<file path="src/rtl/ballot_pkg.sv">
// Shared types and defaults for the ballot tally block.
package ballot_pkg;

  typedef enum logic [1:0] {
    IDLE   = 2'd0,
    ARMED  = 2'd1,
    LOCKED = 2'd2
  } state_t;

  localparam int DEF_DEBOUNCE_CYC = 100;
  localparam int DEF_CNT_W        = 8;
  localparam int DEB_W            = 16;

endpackage

</file>
<file path="src/rtl/ballot_debounce.sv">
// One candidate channel: counts consecutive high cycles and emits a single
// qualify pulse per press when the count reaches DEBOUNCE_CYC.
module ballot_debounce
  import ballot_pkg::*;
#(
  parameter int DEBOUNCE_CYC = DEF_DEBOUNCE_CYC
) (
  input  logic clock,
  input  logic reset_n,
  input  logic button,
  output logic qualify
);

  localparam logic [DEB_W-1:0] LIMIT = DEB_W'(DEBOUNCE_CYC);
  localparam logic [DEB_W-1:0] LAST  = DEB_W'(DEBOUNCE_CYC - 1);

  logic [DEB_W-1:0] hold_r;

  // Hold counter saturates at LIMIT so a long press produces only one pulse.
  always_ff @(posedge clock or negedge reset_n) begin
    if (!reset_n) begin
      hold_r  <= {DEB_W{1'b0}};
      qualify <= 1'b0;
    end else begin
      qualify <= button && (hold_r == LAST);
      if (!button) begin
        hold_r <= {DEB_W{1'b0}};
      end else if (hold_r != LIMIT) begin
        hold_r <= hold_r + 16'd1;
      end else begin
        hold_r <= hold_r;
      end
    end
  end

endmodule

</file>
<file path="src/rtl/ballot_tally.sv">
// Electronic ballot tally: debounced candidate buttons, one vote per armed
// ballot, saturating per-candidate and total counters, and result readout.
module ballot_tally
  import ballot_pkg::*;
#(
  parameter  int NUM_CAND     = 4,
  parameter  int CNT_W        = DEF_CNT_W,
  parameter  int DEBOUNCE_CYC = DEF_DEBOUNCE_CYC,
  localparam int SEL_W        = ($clog2(NUM_CAND) < 1) ? 1 : $clog2(NUM_CAND),
  localparam int TOT_W        = CNT_W + SEL_W
) (
  input  logic                clock,
  input  logic                reset_n,
  input  logic                mode,
  input  logic                arm,
  input  logic [NUM_CAND-1:0] button,
  input  logic [SEL_W-1:0]    sel,
  output logic                ready,
  output logic                vote_ack,
  output logic                vote_err,
  output logic [CNT_W-1:0]    count_out,
  output logic [TOT_W-1:0]    total_out,
  output logic [SEL_W-1:0]    winner,
  output logic                tie,
  output logic                sat
);

  localparam logic [NUM_CAND-1:0] ONE = NUM_CAND'(1);

  logic [NUM_CAND-1:0] qual;
  state_t              state_r;
  logic [CNT_W-1:0]    cnt_r [NUM_CAND];
  logic                single_s;
  logic                multi_s;
  logic [SEL_W-1:0]    pick_s;
  logic [CNT_W-1:0]    rd_s;
  logic [CNT_W-1:0]    best_s;
  logic [SEL_W-1:0]    win_s;
  logic                tie_s;

  for (genvar g = 0; g < NUM_CAND; g++) begin : g_deb
    ballot_debounce #(.DEBOUNCE_CYC(DEBOUNCE_CYC)) u_deb (
      .clock   (clock),
      .reset_n (reset_n),
      .button  (button[g]),
      .qualify (qual[g])
    );
  end

  // Classify this cycle's qualify pulses: none, exactly one, or several.
  always_comb begin
    single_s = (qual != '0) && ((qual & (qual - ONE)) == '0);
    multi_s  = (qual != '0) && !single_s;
    pick_s   = '0;
    for (int i = 0; i < NUM_CAND; i++) begin
      if (qual[i]) begin
        pick_s = SEL_W'(i);
      end else begin
        pick_s = pick_s;
      end
    end
  end

  // Ballot FSM with vote counters; readout mode cancels any open ballot.
  always_ff @(posedge clock or negedge reset_n) begin
    if (!reset_n) begin
      state_r   <= IDLE;
      ready     <= 1'b0;
      vote_ack  <= 1'b0;
      vote_err  <= 1'b0;
      total_out <= '0;
      sat       <= 1'b0;
      for (int i = 0; i < NUM_CAND; i++) cnt_r[i] <= '0;
    end else begin
      vote_ack <= 1'b0;
      vote_err <= 1'b0;
      if (mode) begin
        state_r <= IDLE;
        ready   <= 1'b0;
      end else begin
        case (state_r)
          IDLE: begin
            if (arm) begin
              state_r <= ARMED;
              ready   <= 1'b1;
            end
          end
          ARMED: begin
            if (single_s) begin
              if (cnt_r[pick_s] == '1) sat <= 1'b1;
              else cnt_r[pick_s] <= cnt_r[pick_s] + CNT_W'(1);
              if (total_out == '1) sat <= 1'b1;
              else total_out <= total_out + TOT_W'(1);
              vote_ack <= 1'b1;
              state_r  <= LOCKED;
              ready    <= 1'b0;
            end else if (multi_s) begin
              vote_err <= 1'b1;
              state_r  <= LOCKED;
              ready    <= 1'b0;
            end
          end
          LOCKED: begin
            if (button == '0) state_r <= IDLE;
          end
          default: begin
            state_r <= IDLE;
            ready   <= 1'b0;
          end
        endcase
      end
    end
  end

  // Readout mux (unpopulated indices read 0) and lowest-index leader search.
  always_comb begin
    rd_s   = '0;
    best_s = '0;
    win_s  = '0;
    tie_s  = 1'b0;
    for (int i = 0; i < NUM_CAND; i++) begin
      if (sel == SEL_W'(i)) rd_s = cnt_r[i];
      if (cnt_r[i] > best_s) begin
        best_s = cnt_r[i];
        win_s  = SEL_W'(i);
        tie_s  = 1'b0;
      end else if ((cnt_r[i] == best_s) && (best_s != '0)) begin
        tie_s = 1'b1;
      end else begin
        tie_s = tie_s;
      end
    end
  end

  // Registered readout and leader outputs.
  always_ff @(posedge clock or negedge reset_n) begin
    if (!reset_n) begin
      count_out <= '0;
      winner    <= '0;
      tie       <= 1'b0;
    end else begin
      count_out <= rd_s;
      winner    <= win_s;
      tie       <= tie_s;
    end
  end

endmodule
</file>
<file path="config.mk">
export PLATFORM = sky130hd
export DESIGN_NAME = ballot_tally
export DESIGN_NICKNAME = d
export VERILOG_FILES = /design/src/rtl/ballot_pkg.sv /design/src/rtl/ballot_debounce.sv /design/src/rtl/ballot_tally.sv
export SDC_FILE = /design/constraint.sdc
export NUM_CORES = 1
export LEC_CHECK = 0
export ABC_CLOCK_PERIOD_IN_PS = 5600
export BUFFER_PORTS_ARGS = -buffer_cell sky130_fd_sc_hd__buf_4
export CAP_MARGIN = 10
export CORE_ASPECT_RATIO = 1.2
export CORE_MARGIN = 2
export CORE_UTILIZATION = 62
export DETAILED_ROUTE_END_ITERATION = 10
export GPL_TIMING_DRIVEN = 1
export PLACE_DENSITY_LB_ADDON = 0.1
export SLEW_MARGIN = 15
export SYNTH_ARGS = -nofsm -noshare
export SYNTH_HDL_FRONTEND = slang
export SYNTH_SLANG_ARGS = --single-unit
</file>
<file path="constraint.sdc">
create_clock -name clock -period 5.6 [get_ports clock]
set_input_delay 0.56 -clock clock [delete_from_list [all_inputs] [get_ports clock]]
set_output_delay 0.56 -clock clock [all_outputs]
set_load 0.005 [all_outputs]
</file>
# --- Word-level counts from Yosys, hierarchy flattened ---
# Cells that the tools add are included.
word_totals:
  ramBits: 0
  output_inout_bits: 25
  mem_bits_ro: 0
  mem_count: 0
  ff_bits: 127
  latchBits: 0
classes:
  bitwise_logic: 5
  eq_ne: 26
  n_shift: 0
  n_mul: 0
  addsub: 7
  div_mod_pow: 0
  reduce_logical: 25
  n_mux: 53
  order_cmp: 6
op_table:
  columns: ["cell", "n"]
  rows:
  - ["2-to-1 mux 16 bit", 8]
  - ["2-to-1 mux 8 bit", 10]
  - ["adder 16 x 1 -> 16 bit (second input constant)", 4]
  - ["equality test 16 x 7 -> 1 bit (second input constant)", 4]
  - ["inequality test 16 x 7 -> 1 bit (second input constant)", 4]
  - ["bitwise mux 32 bit", 1]
  - ["equality test 8 bit", 3]
  - ["> comparator 8 bit", 3]
  - ["nonzero test 8 bit", 3]
  - ["2-to-1 mux 1 bit", 21]
  - ["2-to-1 mux 2 bit", 9]
  - ["binary-select mux 8 bit (select 2 bit)", 1]
  - ["demux 8 bit (select 2 bit)", 1]
  - ["AND reduction 4 bit", 3]
  - ["adder 10 x 1 -> 10 bit (second input constant)", 1]
  - ["equality test 10 bit (second input constant)", 1]
  - ["logical AND 1 bit", 10]
  - ["adder 8 x 1 -> 8 bit (second input constant)", 1]
  - ["equality test 8 bit (second input constant)", 1]
  - ["> comparator 8 x 1 -> 1 bit (second input constant)", 1]
  - ["zero test 4 bit", 2]
  - ["inequality test 2 x 1 -> 1 bit (second input constant)", 4]
  - ["equality test 2 bit (second input constant)", 3]
  - ["inequality test 3 bit (second input constant)", 2]
  - ["16 further kinds", 21]

# --- Logic depth before layout (Yosys ltp) ---
# Gate-level depths: netlist of the first run.
depth:
  depth_word: 10
  mapped_depth: 26

# --- Hierarchy ---
# A second synthesis of the first run with hierarchy kept.
hier_totals:
  cells_unflattened: 731
  area_unflattened_um2: 7514.7
by_module_without_submodules:
  columns: ["module", "area_each_um2", "seq_area_each_um2", "instances", "cells_per_inst"]
  rows:
  - ["ballot_tally", 3913.8, 1476.4, 1, 358]
  - ["ballot_debounce (g_deb[0].u_deb ...)", 903.4, 425.4, 3, 93]
  - ["ballot_debounce (g_deb[3].u_deb)", 890.9, 425.4, 1, 94]

# --- Worst setup path after synthesis of the first run ---
# No wires, ideal clock.
synth_path:
  path_kind: "register to register"
  startpoint: "reg cnt_r[31] (netlist bit)"
  endpoint: "reg tie"
  arrival_ns: 4.535
  path_slack_ns: 1.001
  path_stages_with_launch: 27
  period_less_slack_ns: 4.599
  setup_time_ns: 0.064
  required_ns: 5.536
  cell_sequence: "dfrtp_1 -> inv_1 -> ha_1 -> and4_1 -> nand2_1 -> a21o_1 -> buf_4 -> and2_1 -> buf_6 -> o21a_1 -> ha_1 -> nor2b_1 -> o211ai_1 -> a211o_1 -> and2_1 -> buf_4 -> o211ai_1 -> nand2_1 -> ha_1 -> nor2b_1 -> o21a_1 -> o21ai_0 -> a21oi_1 -> o31a_1 -> or2_2 -> a211oi_1 -> or3_1"
synth_between:
  elab_chain_len: 10
  elab_cells_between_ends: 22
  classes_between: "order compare (4); eq/ne (3); mux (9); reduce/logical (6)"
synth_rtl:
  columns: ["item", "line_no", "rtl"]
  rows:
  - ["from (decl)", "ballot_tally.sv:32", "logic [CNT_W-1:0] cnt_r [NUM_CAND];"]
  - ["from (signal, indexed assignment)", "ballot_tally.sv:91", "else cnt_r[pick_s] <= cnt_r[pick_s] + CNT_W'(1);"]
  - ["> comparator 8 x 1 -> 1 bit", "ballot_tally.sv:123", "if (cnt_r[i] > best_s) begin"]
  - ["2-to-1 mux 8 bit (*)", "ballot_tally.sv:123", null]
  - ["parallel branches: the longest is 7 deep, another holds > comparator 8 bit", null, null]
  - ["2-to-1 mux 1 bit (*)", "ballot_tally.sv:123", null]
  - ["net tie_s", "ballot_tally.sv:39", "logic tie_s;"]
  - ["to (signal assigned)", "ballot_tally.sv:144", "tie <= tie_s;"]
  - ["to (decl)", "ballot_tally.sv:24", "output logic tie,"]
# Mark *: on every way through the listed nets, which the timed path passes.
# A chain may end at the register's enable or synchronous reset.

# --- Worst setup path in the final report of the first run ---
layout_path:
  startpoint: "reg cnt_r[25] (netlist bit)"
  endpoint: "reg tie"
# Same word-level chain as after synthesis.

==> impl_metrics.py, run 1 <==
metrics = {
    "finish": {
        "ff_latch_area_um2": 3178,
        "num_antenna_cells": 0,
        "finalNetCount": 783,
        "final_common_cell": "dfrtp_1",
        "fin_cells": 907,
        "multiInputGateArea_um2": 3875,
        "layout-drive-gt1-share_pct": 14.00,
        "area_growth_pct": 12.40,
        "design_area_um2": 8202,
        "final_util_pct": 71.23,
        "nFillCells": 895,
        "final_cell_mix": "127 x dfrtp_1, 55 x and2_1, 54 x xnor2_1, 50 x nand2_1",
    },
    "cts": {
        "clkSinkCount": 127,
        "cts-htree-levels": 4,
        "path_clk_slew_ps": 60,
        "post_cts_buffers": 0,
        "cts_root_buf": "clkbuf_16",
        "cts_tree": "done",
        "cts_made_buffers": 17,
        "clk_path_buf_depth": 2,
        "clk_latency_ps": 420,
    },
    "floorplanning": {
        "die-area_um2": 12660,
        "dieWidth_um": 103.0,
        "initial_core_util_pct": 63.38,
        "core_um2": 11510,
        "die_y_um": 122.8,
        "ioPinCount": 35,
        "rows": 43,
    },
    "power": {
        "p_total_mw": 2.039,
        "ir_drop_mv": 0.2407,
        "total_leakage_power_nw": 3.784,
        "powerDensity_nw_per_um2": 248.6,
    },
    "logic_synthesis": {
        "synth_cells": 705,
        "synth_edf_count": 0,
        "synth_area_um2": 7297,
        "yosys_most_used_dff": "dfrtp_1",
        "yosysUniqueCellTypes": 65,
        "synth_nets": 749,
        "synth_area_per_cell_um2": 10.35,
        "ys_seq_elements": 127,
        "async_flop_share_pct": 100.0,
        "seq_area_frac_synth_pct": 43.55,
        "synth_area_leaders": "dfrtp_1 44%, xnor2_1 6.5%, ha_1 5.8%",
        "yosysWarnings": 0,
        "yosysTopAreaCellShare_pct": 43.55,
        "yosysTopAreaCell": "dfrtp_1",
    },
    "setup_path": {
        "cp_max_fo": 10,
        "required_ps": 5950,
        "max_stage_delay_ps": 430,
        "reg2reg_slack_ps": 340,
        "start_kind": "flip-flop",
        "timing.critical_path.mode_cell": "ha_1",
        "startpoint": "cnt_r[25]$_DFFE_PN0P_",
        "cp_cell_sequence": "inv_1 > ha_1 > nor2b_1 > o211ai_1 > a21o_1 > and2_2 > mux2i_1 > ha_1 > nand4_1 > nor2_1 > a211o_1 > and2_1 > o211ai_1 > nand2_1 > ha_1 > nor2b_1 > o21a_1 > o21ai_0 > a21oi_1 > o31a_1 > or2_2 > a211oi_1 > or3_1",
        "reg2reg_depth": 23,
        "worstSetupPathType": "flip-flop to flip-flop",
        "r2r_end": "tie$_DFF_PN0_",
        "endpoint": "tie$_DFF_PN0_",
        "worstPathArrival_ps": 5610,
        "cp_slowest_cell": "dfrtp_1",
        "endpoint_kind": "flip-flop",
        "r2r_start": "cnt_r[25]$_DFFE_PN0P_",
    },
    "route": {
        "firstDrtPassIters": 5,
        "totalWireLength_um": 15370,
        "drc_errors": 0,
        "vias": 5351,
        "viasPerCell": 5.900,
        "wl_per_cell_um": 16.94,
        "detail-route-antenna-nets": 0,
        "drt_iter0_markers": 318,
    },
    "sta": {
        "fmax_mhz": 190.2,
        "maxSlewViolCount": 0,
        "clock_skew_ps": 6.684,
        "setup_viol": 0,
        "tightest_slew_ps": 820.7,
        "finalSetupTns_ps": 0,
        "fin_crit_ps": 5259,
        "rsz0062_at_grt": "no",
        "hold_violations": 0,
        "timing.final.crit_share_pct": 93.91,
        "whs_ps": 211.7,
        "fin_ws_ps": 341.3,
        "slew_headroom_pct": 45.29,
    },
    "hold_path": {
        "worstHoldPathType": "input pin to asynchronous set/reset pin",
    },
    "placed_design": {
        "globalplace.congestion": 0.9175,
        "placed_area_um2": 7641,
        "place_inst": 877,
        "pre_cts_ws_ps": 351.7,
        "hpwl_um": 10950,
        "numPortBuffers": 34,
    },
    "grt": {
        "track_usage_pct": 26.27,
        "overflow": 0,
        "grt_pass1_wl_um": 25760,
        "grt_max_degree": 67,
        "grt_pass1_vias": 5479,
        "antenna_found_initial": 0,
    },
    "status": {
        "status": "finished, final reports clean",
    },
    "flow_run": {
        "drv_cap": 0,
    },
}
registers in the layout, indices dropped and copies added (netlist names), 2 cells and up:
signal / flops
g_deb.u_deb.hold_r: 64
cnt_r: 32
winner: 2
count_out: 8
g_deb.u_deb.qualify: 4
state_r: 2
total_out: 10
power breakdown:
group | switching, mW | internal [mW] | total (mW)
logic | 0.0410 | 0.0213 | 0.0623
clock network | 0.380 | 0.660 | 1.04
registers | 0.00928 | 0.927 | 0.937
total | 0.430 | 1.61 | 2.04
worst min-delay path by stage:
stage / slack, ps / from / to
6_report: 210 / reset_n / g_deb[3].u_deb.hold_r[12]$_DFFE_PN0P_
5_1_grt: 270 / reset_n / g_deb[3].u_deb.hold_r[12]$_DFFE_PN0P_
4_1_cts: 250 / reset_n / g_deb[3].u_deb.hold_r[12]$_DFFE_PN0P_
3_5_place_dp: 450 / sat$_DFFE_PN0P_ / sat$_DFFE_PN0P_
3_3_place_gp: 440 / sat$_DFFE_PN0P_ / sat$_DFFE_PN0P_
2_1_floorplan: 260 / reset_n / cnt_r[0]$_DFFE_PN0P_
layer usage:
layer  vias up  track usage (%)  routed length, um
li1       2541                -                  -
met3        42            5.410                641
met5         -                0                  0
met4         0            11.02                371
met1      2630            32.64               6346
met2       138            44.36               8009
synth_stat cells, drive strengths merged (2+ instances only):
cell	number
a211oi	2
a21bo	2
a21boi	4
a21o	6
a21oi	24
a31oi	6
a41oi	2
and2	57
and3	10
and4	3
buf	10
clkbuf	10
dfrtp	127
ha	34
inv	34
mux2	34
mux2i	16
mux4	8
nand2	54
nand2b	5
nand3	37
nand4	27
nor2	33
nor2b	14
nor3	17
nor4	9
o211ai	7
o21a	5
o21ai	18
or2	3
or3	7
or4	3
xnor2	54
xor2	13
critical path, delay by kind of cell (launching register included):
kind | cells | cell delay (ps)
flip-flops | 1 | 430
multiplexers | 1 | 340
AND/OR/NAND/NOR | 9 | 1690
AO/OA/AOI/OAI | 9 | 1770
adder cells (fa/ha/maj) | 3 | 900
buffers and inverters | 1 | 60
cell type report:
| class | count | share of cell area (%) |
|---|---|---|
| multi-input combinational | 524 | 47.25 |
| sequential | 127 | 38.75 |
| clock buffer | 24 | 6.117 |
| timing repair buffer | 35 | 3.204 |
| tap | 157 | 2.395 |
| inverter | 34 | 1.587 |
| clock inverter | 6 | 0.7018 |
logic make-up after synthesis:
group           after synthesis  share of synthesized area, %
compound gates               83                         7.356
xor+xnor                     67                         8.042
fa+ha+maj                    34                         5.830
buf+inv                      54                         3.361
flops                       127                         43.55
mux                          58                         10.43
simple gates                282                         21.43
what timing repair did:
action | CTS | global route
resized for setup | 0 | 1
hold buffers | 0 | 0
setup endpoints to repair | 0 | 1
Note: power is estimated with default switching activity, not from simulation.
==> run 2, diff against run 1 <==
Settings changed: ABC_CLOCK_PERIOD_IN_PS 5600 to 5900, SYNTH_HIERARCHICAL from default to 1.
Clock period 5.6 ns to 5.9 ns, I/O delays scaled along.
==> impl_metrics.py, run 2 <==
metrics = {
    "logic_synthesis": {
        "synth_area_per_cell_um2": 10.28,
        "synth_nets": 775,
        "yosysTopAreaCellShare_pct": 42.29,
        "seq_area_frac_synth_pct": 42.29,
        "async_flop_share_pct": 100.0,
        "synth_cells": 731,
        "ys_seq_elements": 127,
        "synth_edf_count": 0,
        "yosys_most_used_dff": "dfrtp_1",
        "synth_most_common_cell": "dfrtp_1",
        "yosysWarnings": 6,
        "ys_top_cells_by_count": "127 x dfrtp_1, 70 x nor2_1, 47 x nand2_1, 43 x inv_1, 38 x xnor2_1",
        "yosysUniqueCellTypes": 66,
        "yosysTopAreaCell": "dfrtp_1",
        "synth_area_um2": 7515,
        "synth_area_leaders": "dfrtp_1 42%, ha_1 5.7%, xnor2_1 4.4%",
    },
    "sta": {
        "tightest_slew_ps": 858.3,
        "fin_crit_ps": 5257,
        "clock_skew_ps": 7.065,
        "maxSlewViolCount": 0,
        "rsz0062_at_grt": "no",
        "setup_viol": 0,
        "timing.final.crit_share_pct": 89.10,
        "slew_headroom_pct": 42.78,
        "fmax_mhz": 190.2,
        "finalSetupTns_ps": 0,
        "hold_violations": 0,
    },
    "cts": {
        "path_clk_slew_ps": 60,
        "cts_tree": "done",
        "cts_made_buffers": 17,
        "clk_latency_ps": 420,
        "cts-htree-levels": 4,
        "clkSinkCount": 127,
        "clk_path_buf_depth": 2,
        "cts_root_buf": "clkbuf_16",
        "ctsHoldBuffers": 0,
        "post_cts_buffers": 0,
        "cts_resized": 0,
    },
    "floorplanning": {
        "core_um2": 11950,
        "dieWidth_um": 104.5,
        "die-area_um2": 13020,
        "rows": 44,
        "initial_core_util_pct": 62.90,
        "die_y_um": 124.6,
        "ioPinCount": 35,
    },
    "power": {
        "p_comb_share_pct": 3.3,
        "p_clk_share_pct": 50.1,
        "swShare_pct": 21.94,
        "p_switching_uw": 419.9,
        "total_leakage_power_nw": 3.766,
        "p_seq_share_pct": 46.6,
        "powerDensity_nw_per_um2": 229.1,
        "ir_drop_mv": 0.2075,
        "p_int_mw": 1.494,
    },
    "setup_path": {
        "r2r_end": "tie$_DFF_PN0_",
        "reg2reg_slack_ps": 640,
        "r2r_start": "cnt_r[31]$_DFFE_PN0P_",
        "cp_max_fo": 14,
        "worstSetupPathType": "flip-flop to flip-flop",
        "required_ps": 6260,
        "start_kind": "flip-flop",
        "endpoint_kind": "flip-flop",
        "worstPathArrival_ps": 5610,
        "reg2reg_depth": 23,
    },
    "finish": {
        "final_common_cell": "dfrtp_1",
        "area_growth_pct": 11.16,
        "top_register": "g_deb.u_deb/hold_r",
        "layout-drive-gt1-share_pct": 18.45,
        "final_cell_mix": "127 x dfrtp_1, 70 x nor2_1, 47 x nand2_1, 43 x inv_1, 38 x xnor2_1",
        "num_antenna_cells": 0,
        "largest_reg_flops": 64,
        "top_regs": "g_deb.u_deb/hold_r (64), cnt_r (32), total_out (10)",
        "finalNetCount": 808,
        "final_util_pct": 69.92,
    },
    "grt": {
        "overflow": 0,
        "track_usage_pct": 26.30,
        "grtUsageMet2_pct": 43.14,
        "gr-max-usage-layer": "met2",
        "antenna_found_initial": 0,
        "grt_pass1_wl_um": 27400,
        "grt_use_met3_pct": 6.175,
        "grt_max_degree": 66,
        "grt_pass1_vias": 5648,
        "grtUsageMet1_pct": 33.87,
    },
    "placed_design": {
        "globalplace.congestion": 0.9471,
        "hpwl_um": 11390,
        "numPortBuffers": 34,
    },
    "route": {
        "detail-route-antenna-nets": 0,
        "drc_errors": 0,
        "viasPerCell": 6.048,
        "drt_iter0_markers": 304,
        "firstDrtPassIters": 5,
        "wl_per_cell_um": 17.16,
        "vias": 5661,
        "totalWireLength_um": 16060,
    },
    "hold_path": {
        "worstHoldPathType": "input pin to asynchronous set/reset pin",
    },
    "status": {
        "status": "finished, final reports clean",
    },
    "flow_run": {
        "drv_cap": 0,
    },
}
-- run 2: cell types whose count changed after synthesis, moves of 8 or more --
cell     previous run  this run
mux2_1             22         0
nor4_1              9        20
and3_1             10         1
and2_1             56         5
nor2_1             32        70
nand4_1            26        36
inv_1              32        43
mux2i_1            14        26
o21ai_0            16        29
nor2b_1            14         6
mux2_2              4        25
xnor2_1            54        38
-- run 2: cell type report --
cell class | count | area (um2)
tap | 161 | 201.4
fill | 933 | 3593
timing repair buffer | 35 | 262.8
inverter | 43 | 161.4
multi-input combinational | 540 | 4016
clock inverter | 6 | 61.31
sequential | 127 | 3178
clock buffer | 24 | 471.7
-- run 2: worst max-delay path, cell delays in order (launching register included) --
cell and delay [ps]:
dfrtp_1 420, inv_1 70, ha_1 320, nand4_1 150, or2_1 270, nand2_1 260, and2_1 340, mux2i_1 390
ha_1 310, nand4_1 120, nor2_1 60, a211o_1 280, and2_4 230, a31oi_1 210, inv_1 70, ha_1 280
nor2b_1 130, o21ai_0 130, nand2b_1 70, a2111oi_0 410, o31a_1 230, nand2_1 100, a211oi_1 200, or3_1 140
-- run 2: power by group through the flow --
stage	Sequential (mW)	Clock, mW	Combinational, mW
3_5_place_dp	0.906	0	0.0639
5_1_grt	0.893	1.01	0.0737
4_1_cts	0.892	0.973	0.0648
6_report	0.892	0.959	0.0627
3_3_place_gp	0.906	0	0.0610
2_1_floorplan	0.904	0	0.0293
-- run 2: how the worst max path moves through the flow --
stage,to,cells after the start,startpoint
after floorplan,tie$_DFF_PN0_,24,cnt_r[25]$_DFFE_PN0P_
after global placement,tie$_DFF_PN0_,23,cnt_r[31]$_DFFE_PN0P_
after detailed placement,tie$_DFF_PN0_,23,cnt_r[31]$_DFFE_PN0P_
after CTS,tie$_DFF_PN0_,23,cnt_r[31]$_DFFE_PN0P_
after global routing,tie$_DFF_PN0_,23,cnt_r[31]$_DFFE_PN0P_
final,tie$_DFF_PN0_,23,cnt_r[31]$_DFFE_PN0P_
-- run 2: through the flow --
stage	instance area [um2]	setup WS [ps]	cells	hold WS (ps)	power, mW
5_1_grt	8353	248.9	936	340.9	1.980
3_3_place_gp	7820	855.7	906	481.9	0.9667
2_1_floorplan	7515	1461	731	294.4	0.9335
4_1_cts	8353	680.1	936	295.1	1.929
3_5_place_dp	7820	727.0	906	497.3	0.9703
6_report	8353	643.3	936	255.1	1.914
-- run 2: kinds of logic after synthesis --
kind of cell	share of synthesized area (%)
flip-flops	42.29
AO/OA/AOI/OAI	7.443
multiplexers	11.69
buffers and inverters	4.262
adder cells (fa/ha/maj)	5.794
XOR/XNOR	6.294
AND/OR/NAND/NOR	22.23
-- run 2: metal layers --
metal  wire length [um]  part of all wire, %  vias up
li1                   -                    -     2688
met3                796                  5.0       33
met4                302                  1.9        0
met5                  0                    0        -
met1               6806                   42     2782
met2               8155                   51      158
==> run 3, diff against run 2 <==
Settings changed: ABC_AREA from default to 1.
==> impl_metrics.py, run 3 <==
metrics = {
    "cts": {
        "cts_made_buffers": 17,
        "clkSinkCount": 127,
        "post_cts_buffers": 0,
        "cts_root_buf": "clkbuf_16",
        "cts_resized": 0,
        "clk_latency_ps": 420,
        "path_clk_slew_ps": 60,
        "clk_path_buf_depth": 2,
        "cts_tree": "done",
        "cts-htree-levels": 4,
        "ctsHoldBuffers": 0,
    },
    "sta": {
        "slew_headroom_pct": 48.70,
        "fmax_mhz": 222.2,
        "maxSlewViolCount": 0,
        "finalSetupTns_ps": 0,
        "timing.final.crit_share_pct": 76.26,
        "tightest_slew_ps": 769.5,
        "rsz0062_at_grt": "no",
        "hold_violations": 0,
        "clock_skew_ps": 6.802,
        "setup_viol": 0,
        "fin_crit_ps": 4500,
    },
    "floorplanning": {
        "initial_core_util_pct": 64.12,
        "die_y_um": 126.9,
        "die-area_um2": 13500,
        "dieWidth_um": 106.4,
        "rows": 44,
        "core_um2": 12170,
        "ioPinCount": 35,
    },
    "setup_path": {
        "cp_max_fo": 12,
        "worstPathArrival_ps": 4780,
        "reg2reg_depth": 22,
        "worstSetupPathType": "flip-flop to flip-flop",
        "endpoint_kind": "flip-flop",
        "r2r_start": "cnt_r[31]$_DFFE_PN0P_",
        "required_ps": 6190,
        "startpoint": "cnt_r[31]$_DFFE_PN0P_",
        "start_kind": "flip-flop",
    },
    "power": {
        "powerDensity_nw_per_um2": 225.8,
        "ir_drop_mv": 0.2219,
        "total_leakage_power_nw": 4.587,
        "p_total_mw": 1.988,
    },
    "logic_synthesis": {
        "yosys_most_used_dff": "dfrtp_1",
        "synth_area_um2": 7801,
        "synth-simple-area-share_pct": 37.42,
        "synth_top_family_by_area": "simple AND/OR/NAND/NOR gates",
        "seq_area_frac_synth_pct": 40.74,
        "ys_top_cells_by_count": "338 x nand2_1, 144 x nor2_1, 127 x dfrtp_1, 121 x inv_1, 57 x nand3_1",
        "synth-compound-area-share_pct": 7.330,
        "synthMuxAreaShare_pct": 0,
        "synth_cells": 1065,
        "synth_xor_area_share_pct": 2.342,
        "synth_most_common_cell": "nand2_1",
        "yosysTopAreaCellShare_pct": 40.74,
        "synth_nets": 1109,
        "synth_edf_count": 0,
        "yosysWarnings": 6,
        "yosysUniqueCellTypes": 41,
        "synthAdderAreaFrac_pct": 5.453,
        "yosysTopAreaCell": "dfrtp_1",
        "synth_area_leaders": "dfrtp_1 41%, nand2_1 16%, nor2_1 6.9%",
        "synth_area_per_cell_um2": 7.325,
        "ys_seq_elements": 127,
        "async_flop_share_pct": 100.0,
    },
    "route": {
        "vias": 6945,
        "wl_per_cell_um": 14.17,
        "detail-route-antenna-nets": 0,
        "totalWireLength_um": 18200,
        "drc_errors": 0,
        "viasPerCell": 5.409,
        "drt_iter0_markers": 525,
        "firstDrtPassIters": 5,
    },
    "finish": {
        "final_cell_mix": "338 x nand2_1, 144 x nor2_1, 127 x dfrtp_1, 121 x inv_1, 57 x nand3_1",
        "area_growth_pct": 12.86,
        "finalNetCount": 1155,
        "num_antenna_cells": 0,
        "final_common_cell": "nand2_1",
        "design_area_um2": 8805,
        "final_util_pct": 72.37,
        "ff_latch_area_um2": 3178,
        "top_register": "g_deb.u_deb/hold_r",
        "layout-drive-gt1-share_pct": 12.11,
        "nFillCells": 1013,
        "top_regs": "g_deb.u_deb/hold_r (64), cnt_r (32), total_out (10)",
        "multiInputGateArea_um2": 4099,
        "largest_reg_flops": 64,
    },
    "placed_design": {
        "hpwl_um": 13170,
        "numPortBuffers": 34,
        "globalplace.congestion": 0.9456,
        "placed_area_um2": 8233,
    },
    "grt": {
        "grt_max_degree": 68,
        "overflow": 0,
        "antenna_found_initial": 0,
        "grt_pass1_vias": 6734,
        "track_usage_pct": 29.20,
        "grt_pass1_wl_um": 31170,
    },
    "status": {
        "status": "finished, final reports clean",
    },
    "flow_run": {
        "drv_cap": 0,
    },
    "hold_path": {
        "worstHoldPathType": "input pin to asynchronous set/reset pin",
    },
}
==> run 3: kinds of logic after synthesis <==
| logic type | count (synthesis) |
|---|---|
| AND/OR/NAND/NOR | 647 |
| buffers and inverters | 137 |
| flip-flops | 127 |
| AO/OA/AOI/OAI | 100 |
| adder cells (fa/ha/maj) | 34 |
| XOR/XNOR | 20 |
==> run 3: critical path, stage by stage (launching register included) <==
cell and delay, ps:
dfrtp_1 390, inv_1 90, ha_1 290, nand2_1 80, nor2_1 140, nand4_1 370
nand2_1 450, nand2_1 90, nand2_1 130, ha_1 270, a21oi_1 160, nor2_1 50
nor3_1 130, nand2_1 70, nand2_1 260, inv_1 220, nand2_1 90, nand2_1 70
ha_1 320, nand4_1 130, nor4_1 240, o21bai_1 210, o21ai_0 120
==> run 3: layout make-up <==
| class | instances | share of cell area [%] |
|---|---|---|
| clock buffers | 26 | 5.897 |
| clock inverters | 5 | 0.5968 |
| inverters | 129 | 5.542 |
| multi-input cells | 801 | 46.55 |
| flip-flops and latches | 127 | 36.09 |
| well taps | 161 | 2.288 |
| repair buffers | 35 | 3.027 |
==> run 3: layer usage <==
| layer | part of all wire [%] | up-vias | GRT usage, % | wire length (um) |
|---|---|---|---|---|
| met5 | 0 | - | 0 | 0 |
| met4 | 3.1 | 0 | 12.46 | 560 |
| met3 | 3.2 | 49 | 5.190 | 590 |
| met2 | 50 | 138 | 50.26 | 9175 |
| met1 | 43 | 3266 | 36.04 | 7872 |
| li1 | - | 3492 | - | - |
==> run 3: final timing paths <==
check	endpoint	slack [ps]
setup / recovery	winner[0]$_DFF_PN0_	1400
hold / removal	g_deb[1].u_deb/hold_r[2]$_DFFE_PN0P_	140
setup reg to reg	winner[0]$_DFF_PN0_	1400
hold reg to reg	sat$_DFFE_PN0P_	460
max in group asynchronous	cnt_r[15]$_DFFE_PN0P_	4560
min in group clock	vote_err$_DFF_PN0_	440
==> run 3: power breakdown <==
part	total [mW]	internal, mW	switching [mW]
Sequential	0.902	0.887	0.0147
Clock	0.997	0.641	0.356
Combinational	0.0893	0.0283	0.0609
==> run 3: metrics by stage <==
stage          std cells  hold WS, ps  setup slack, ps
3_5_place_dp        1253        446.2             1490
3_3_place_gp        1253        444.2             1561
2_1_floorplan       1065        294.4             2233
4_1_cts             1284        171.8             1427
5_1_grt             1284        201.0            836.7
6_report            1284        141.6             1400
